[src/rtl/timer0_unit.sv]
// TMR0 timer/counter with OPTION register and 8-bit prescaler for a PIC16C5x-style core.
// Optional T0IF overflow flag: define TIMER0_T0IF_EN to add t0ifClear/t0ifOut.
module timer0_unit #(
  parameter int SYNC_STAGES   = 2,
  parameter int INHIBIT_TICKS = 2
) (
  input  logic       clk,
  input  logic       rst,
  input  logic       instrTick,
  input  logic       optionWrite,
  input  logic [5:0] optionIn,
  input  logic       tmr0Write,
  input  logic [7:0] tmr0DataIn,
  input  logic       t0cki,
`ifdef TIMER0_T0IF_EN
  input  logic       t0ifClear,
  output logic       t0ifOut,
`endif
  output logic [7:0] tmr0Out,
  output logic [5:0] optionOut,
  output logic       overflowPulse
);

  localparam int INH_W = (INHIBIT_TICKS < 1) ? 1 : $clog2(INHIBIT_TICKS + 1);

  logic [SYNC_STAGES-1:0] sync_q;
  logic                   prev_q;
  logic                   ext_evt_q, ext_evt_d;
  logic [5:0]             opt_q, opt_d;
  logic [7:0]             presc_q, presc_d;
  logic [7:0]             tmr_q, tmr_d;
  logic [INH_W-1:0]       inh_q, inh_d;
  logic                   ovf_q, ovf_d;

  logic       sync_out;
  logic       t0cs, t0se, psa;
  logic [2:0] ps;
  logic [7:0] ps_mask;
  logic       evt, count_en, inc;

  assign sync_out = sync_q[SYNC_STAGES-1];
  assign t0cs     = opt_q[5];
  assign t0se     = opt_q[4];
  assign psa      = opt_q[3];
  assign ps       = opt_q[2:0];
  // Low PS+1 bits set; PS=7 shifts everything out and yields 0xFF.
  assign ps_mask  = ~(8'hFF << (4'(ps) + 4'd1));

  always_comb begin
    ext_evt_d = t0se ? (prev_q & ~sync_out) : (sync_out & ~prev_q);
    evt       = t0cs ? ext_evt_q : instrTick;
    count_en  = evt & (inh_q == '0) & ~tmr0Write;
    presc_d   = presc_q;
    inc       = 1'b0;
    if (psa) begin
      inc = count_en;
    end else if (count_en) begin
      presc_d = presc_q + 8'd1;
      inc     = ((presc_q & ps_mask) == ps_mask);
    end
    if (tmr0Write || optionWrite || psa) begin
      presc_d = 8'd0;
    end

    tmr_d = tmr_q;
    if (tmr0Write) begin
      tmr_d = tmr0DataIn;
    end else if (inc) begin
      tmr_d = tmr_q + 8'd1;
    end
    ovf_d = inc & (tmr_q == 8'hFF);

    // The write cycle itself never counts towards the inhibit window.
    inh_d = inh_q;
    if (tmr0Write) begin
      inh_d = INH_W'(INHIBIT_TICKS);
    end else if (instrTick && (inh_q != '0)) begin
      inh_d = inh_q - 1'b1;
    end

    opt_d = optionWrite ? optionIn : opt_q;
  end

  always_ff @(posedge clk or posedge rst) begin
    if (rst) begin
      sync_q    <= '0;
      prev_q    <= 1'b0;
      ext_evt_q <= 1'b0;
      opt_q     <= 6'b111111;
      presc_q   <= 8'd0;
      tmr_q     <= 8'd0;
      inh_q     <= '0;
      ovf_q     <= 1'b0;
    end else begin
      sync_q    <= {sync_q[SYNC_STAGES-2:0], t0cki};
      prev_q    <= sync_out;
      ext_evt_q <= ext_evt_d;
      opt_q     <= opt_d;
      presc_q   <= presc_d;
      tmr_q     <= tmr_d;
      inh_q     <= inh_d;
      ovf_q     <= ovf_d;
    end
  end

`ifdef TIMER0_T0IF_EN
  logic t0if_q;

  // Set has priority over a same-cycle clear.
  always_ff @(posedge clk or posedge rst) begin
    if (rst) begin
      t0if_q <= 1'b0;
    end else if (ovf_d) begin
      t0if_q <= 1'b1;
    end else if (t0ifClear) begin
      t0if_q <= 1'b0;
    end
  end

  assign t0ifOut = t0if_q;
`endif

  assign tmr0Out       = tmr_q;
  assign optionOut     = opt_q;
  assign overflowPulse = ovf_q;

endmodule
[config.mk]
export PLATFORM = sky130hd
export DESIGN_NAME = timer0_unit
export DESIGN_NICKNAME = d
export VERILOG_FILES = /design/src/rtl/timer0_unit.sv
export SDC_FILE = /design/constraint.sdc
export NUM_CORES = 1
export LEC_CHECK = 0
export ABC_AREA = 1
export CAP_MARGIN = 20
export CELL_PAD_IN_SITES_DETAIL_PLACEMENT = 1
export CELL_PAD_IN_SITES_GLOBAL_PLACEMENT = 2
export CORE_UTILIZATION = 25
export CTS_CLUSTER_DIAMETER = 150
export DETAILED_ROUTE_END_ITERATION = 6
export PLACE_DENSITY = 0.85
export SLEW_MARGIN = 20
export SYNTH_ARGS = -nofsm -noshare
export SYNTH_HDL_FRONTEND = slang
export SYNTH_SLANG_ARGS = --single-unit
[constraint.sdc]
create_clock -name clk -period 1.7 [get_ports clk]
set_clock_uncertainty 0.05 [all_clocks]
set_input_delay 0.34 -clock clk [delete_from_list [all_inputs] [get_ports clk]]
set_output_delay 0.34 -clock clk [all_outputs]
set_load 0.05 [all_outputs]
Yosys cells after proc, flatten, opt, wreduce, memory -nomap -nowiden --
Cells that the tools add are included.
Cells by class: add/subtract/negate cells 4, equality and inequality tests 3, shift operators 1, mux-type cells 11, bitwise operators 10, reduce and logical (&&, ||, !) cells 9
Operators by type and width (number):
- 8-bit two-way mux | 5
- 8-bit by 1-bit adder with 8-bit output, second input constant | 2
- 8-bit AND | 1
- 8-bit equality test | 1
- 8-bit equality test, second input constant | 1
- 8-bit inverter | 1
- 2-bit nonzero test | 4
- 8-bit by 4-bit << shifter with 8-bit output, first input constant | 1
- 1-bit AND | 5
- 3-bit by 1-bit adder with 4-bit output, second input constant | 1
- 1-bit two-way mux | 4
- 2-bit two-way mux | 2
- 1-bit inverter | 3
- 2-bit logical NOT | 1
- 1-bit logical OR | 2
- 2-bit by 1-bit inequality test with 1-bit output, second input constant | 1
- 2-bit AND reduction | 1
- 2-bit by 1-bit subtractor with 2-bit output, second input constant | 1
- 1-bit logical AND | 1
Storage, ports and cells: register bits 29, output and inout bits 15, logic and storage cells 46

Longest topological paths before layout --
depth in word-level cells 9, mapped depth 11

Worst setup path after synthesis --
No wires, ideal clock.
path kind reg2reg, start register opt_q[1] (netlist: optionOut[1]), end register tmr_q[0] (netlist: tmr0Out[0]), library setup time 0.067 ns, data arrival time 1.815 ns, data required time 1.583 ns, setup slack -0.232 ns, stages on the path, launching flop included 12, path buffers 0, clock period less this slack 1.932 ns, path through dfstp_2 -> ha_1 -> ha_1 -> nand2_1 -> nand2_1 -> nand2_1 -> nand3_2 -> o21bai_2 -> nand2_4 -> nand2_4 -> nand2_1 -> nand2_1
Between the ends: word-level cells in the longest chain between the ends 8
RTL lines:
- from (decl) | line 29 | logic [5:0] opt_q, opt_d;
- from (signal assigned) | line 98 | opt_q <= opt_d;
- 3-bit by 1-bit adder with 4-bit output (*) | line 47 | assign ps_mask = ~(8'hFF << (4'(ps) + 4'd1));
- 8-bit by 4-bit << shifter with 8-bit output (*) | line 47
- 8-bit inverter (*) | line 47
- 8-bit AND | line 59 | inc = ((presc_q & ps_mask) == ps_mask);
- 8-bit equality test (*) | line 59
- 1-bit two-way mux (*) | line 57 | end else if (count_en) begin
- 1-bit two-way mux (*) | line 55 | if (psa) begin
- 2-bit nonzero test (no line) (*)
- to (signal assigned) | line 100 | tmr_q <= tmr_d;
- to (decl) | line 31 | logic [7:0] tmr_q, tmr_d;
Mark *: on every way between the ends. The rest lies on a longest branch, timed or not. A chain may end at the register's enable or synchronous reset.

Worst setup path after layout --
start register opt_q[0] (netlist: optionOut[0]), end register tmr_q[5] (netlist: tmr0Out[5])
The elaborated chain is that of the path after synthesis.

==> reports/qor_table.md <==
| Group | Metric | Reported |
|---|---|---|
| cts | Setup Buffers After CTS | 0 |
| yosys | Cell taking the most area after synthesis | dfrtp_1 |
| floorplan | Overall die area | 6690 um^2 |
| floorplan | Initial cell density of the core | 0.264 |
| global routing | Wire length of the first global-routing pass | 7740 um |
| setup path | Worst-path maximum fanout | 8 |
| setup path | Critical Path Sink Type | flop |
| sta | Hold Vio Cnt, Final | 0 |
| global routing | Grt ovf | 0 |
| setup path | Type of origin of the critical path | flop |
| floorplan | Ports placed on the boundary | 35 |
| setup path | CP arrival | 2.01 ns |
| sta | Setup repair after global routing missed its margin | yes |
| drt | Overall via count from detail_route | 1541 |
| global routing | Number of global-route vias before repair | 1661 |
| yosys | Multiplexer fraction of the synthesized cell area | 0 |
| sta | Peak Freq | 546 MHz |
| setup path | End of the worst register-to-register path | tmr0Out[5]$_DFFE_PP0P_ |
| drt | Antenna-violating nets left | 0 |
| cts | TritonCTS clock tree | yes |
| yosys | Syn Nets | 234 |
| hold path | Tightest Hold Check Type | flop to flop |
| yosys | Unique cell type count in the Yosys netlist | 25 |
| yosys | Number of warnings issued by yosys | 0 |
| yosys | Combinational family with the most area after synthesis | simple AND/OR/NAND/NOR gates |
| run status | Outcome | finished, violations left |
| drt | DRC violations left | 0 |
| cts | Hold bufs inserted after CTS | 0 |
| global routing | Pin count of the biggest net entering global routing | 30 |
| drt | Post-DR wirelength/cell | 12.4 um |
| placed design | HPWL reported at the end of detailed placement | 3120 um |
| setup path | Launch point of the worst reg-to-reg path | optionOut[0]$_DFFE_PP1P_ |
| setup path | Internal reg-to-reg setup slack | -0.13 ns |
| cts | Register clock-pin slew on the reported worst setup and hold paths | 0.07 ns |
| yosys | Share of the synthesized netlist area taken by xor and xnor gates | 0 |
| cts | CTS H-tree depth | 2 |
| floorplan | Number of standard-cell rows in the floorplan | 28 |
| drt | Total routed wirelength | 4210 um |
| sta | Final min period | 1.83 ns |
| hold path | Hold endpoint | sync_q[1]$_DFF_PP0_ |
| layout | Layout cells sized above 1 | 0.240 |
| run | Count of max-cap constraint violations | 0 |
| drt | Ratio of routed vias to standard cells | 4.56 |
| yosys | Share of the synthesized area in the top cell type | 0.361 |
| drt | Initial detailed-routing violation count | 21 |
| setup path | Required time of the critical path | 1.87 ns |
| layout | Most common library cell in the layout ignoring fill and taps | nand2_1 |
| yosys | Synthesized-area fraction occupied by and/or/nand/nor cells | 0.322 |
| placed design | Final weighted congestion in routability-driven placement | 0.772 |
| cts | Number of buffers on the longest clock path | 2 |
| yosys | Flip-flop and latch count after synthesis | 29 |
| layout | Antenna diodes | 0 |
| sta | Number of setup violations in the final report | 9 |
| hold path | Worst Min Path Start | sync_q[0]$_DFF_PP0_ |
| cts | Clock buffers created by TritonCTS | 5 |
| sta | Final period util | 1.08 |
| yosys | Cell Area, Synth | 1590 um^2 |
| run status | Violations in the final reports | negative setup slack |
| pwr | Max rail drop VDD | 449 uV |
| layout | Final nets | 287 |
| sta | Worst slew margin relative to its limit | 0.729 |
| yosys | Ranking of synthesized cells by area | dfrtp_1 (36%), nand2_1 (16%), dfstp_2 (9.9%) |
| floorplan | Die Span X | 81.8 um |
| yosys | Adder and majority gate portion of the synthesized area | 0.0393 |
| sta | Max-slew violation count | 0 |
| setup path | Number of cell instances on the worst register-to-register path | 11 |
| sta | PnR worst setup slack | -0.132 ns |
| layout | Commonest cells after routing, fill and taps aside | nand2_1 (65), inv_1 (24), dfrtp_1 (23), clkdlybuf4s50_1 (19), nand3_1 (18) |
| yosys | Synth Area in Compound Gates | 0.104 |
| yosys | Average footprint of a synthesized cell | 7.62 um^2 |
| yosys | Synthesized netlist cell count | 209 |
| pwr | Power density normalized to cell area | 872 nW/um^2 |
| pwr | Total power | 2.12 mW |
| placed design | Number of buffer cells added on primary ports | 34 |
| drt | First-pass DRT Iterations | 4 |
| hold path | Hold path depth | 0 |
| sta | Measured slew at the worst slew-check pin | 0.405 ns |
| yosys | Share of the yosys chip area belonging to registers | 0.460 |
| global routing | Initial antenna violation count | 0 |
| global routing | Tot GR Track Use | 0.155 |
| cts | Clock sink count | 29 |
| cts | Clock latency reported for the late side of the worst-skew pair | 0.29 ns |
| setup path | Classification of the worst setup path | flop to flop |
| floorplan | Vertical die dimension | 81.8 um |
| pwr | Reported leakage power | 1.13 nW |
| floorplan | Core ar. | 6030 um^2 |
| layout | Area delta synth->final | 52.3% |
| sta | Setup Total Neg Slack | -1.11 ns |
| cts | Clock Root Buffer | clkbuf_8 |
[per-layer routing]
metal,up-vias,global-route usage,part of all wire
met2,29,0.259,0.49
met1,726,0.195,0.47
li1,780,-,-
met4,0,0.0526,0.014
met5,-,0,0
met3,6,0.0344,0.034
[critical path: stages (launching register included)]
cell and delay (ns):
dfstp_4 0.63, ha_4 0.13, ha_4 0.19, nand2_1 0.05, nand2_1 0.04, nand2_1 0.07, nand3_2 0.08, o21bai_4 0.18
nand2_4 0.12, nand2_8 0.10, nand2_1 0.06, nand2_1 0.05
[registers in the layout, indices dropped and copies added, names as in the netlist]
| signal | count |
|---|---|
| presc_q | 8 |
| tmr0Out | 8 |
| optionOut | 6 |
| inh_q | 2 |
| sync_q | 2 |
| ext_evt_q | 1 |
| overflowPulse | 1 |
| prev_q | 1 |
[cells in the mapped netlist]
cell type,count
ha_1,5
o21a_1,1
nand4_1,2
nand3_1,18
a22o_1,1
nand3_2,2
inv_2,3
nand2_2,2
nor3_1,4
nor2_2,2
and3_1,1
nor3_4,1
inv_1,25
nor2_1,10
dfrtp_1,23
dfstp_2,6
o21bai_1,1
o21bai_2,1
buf_2,2
clkbuf_1,1
o21ai_1,1
nand2_4,2
o21ai_0,13
a21oi_1,12
nand2_1,70
[stage by stage]
stage	util	hold slack [ns]	setup WS [ns]	instance area [um^2]	std cells
after floorplan	-	0.281	-0.161	1630	209
after global placement	0.383	0.282	-0.109	2310	329
after detailed placement	0.383	0.286	-0.175	2310	329
after CTS	0.402	0.301	-0.148	2420	338
after global routing	0.403	0.322	-0.221	2430	338
final	0.403	0.299	-0.132	2430	338
[logic make-up after synthesis]
logic type,Yosys count
AO/OA/AOI/OAI,30
adder cells (fa/ha/maj),5
AND/OR/NAND/NOR,114
buffers and inverters,31
flip-flops,29
[where the power goes]
| part | internal, mW | switching (mW) | leakage [nW] | total [mW] |
|---|---|---|---|---|
| Sequential | 0.762 | 0.0783 | 0.359 | 0.840 |
| Combinational | 0.319 | 0.359 | 0.723 | 0.678 |
| Clock | 0.330 | 0.268 | 0.0455 | 0.598 |
| Total | 1.41 | 0.705 | 1.13 | 2.12 |
[area by class of cell]
| cell class | count | area (um^2) |
|---|---|---|
| clock buffers | 8 | 90.1 |
| fillers | 725 | 3600 |
| inverters | 28 | 105 |
| multi-input cells | 150 | 801 |
| flip-flops and latches | 29 | 741 |
| well taps | 75 | 93.8 |
| repair buffers | 48 | 596 |
[how the worst max path moves through the flow]
stage | startpoint | to | slack, ns
final | optionOut[0]$_DFFE_PP1P_ | tmr0Out[5]$_DFFE_PP0P_ | -0.13
after global routing | optionOut[0]$_DFFE_PP1P_ | tmr0Out[1]$_DFFE_PP0P_ | -0.22
after CTS | optionOut[0]$_DFFE_PP1P_ | tmr0Out[4]$_DFFE_PP0P_ | -0.15
after detailed placement | optionOut[1]$_DFFE_PP1P_ | tmr0Out[7]$_DFFE_PP0P_ | -0.18
after global placement | optionOut[1]$_DFFE_PP1P_ | tmr0Out[5]$_DFFE_PP0P_ | -0.11
after floorplan | optionOut[1]$_DFFE_PP1P_ | tmr0Out[0]$_DFFE_PP0P_ | -0.16
[what timing repair did]
action | in CTS | in global routing
pin swaps | 6 | 1
endpoints found under the setup margin | 9 | 9
gates cloned | 1 | 0
resized for setup | 5 | 2
Power figures use the tool's default switching activity.
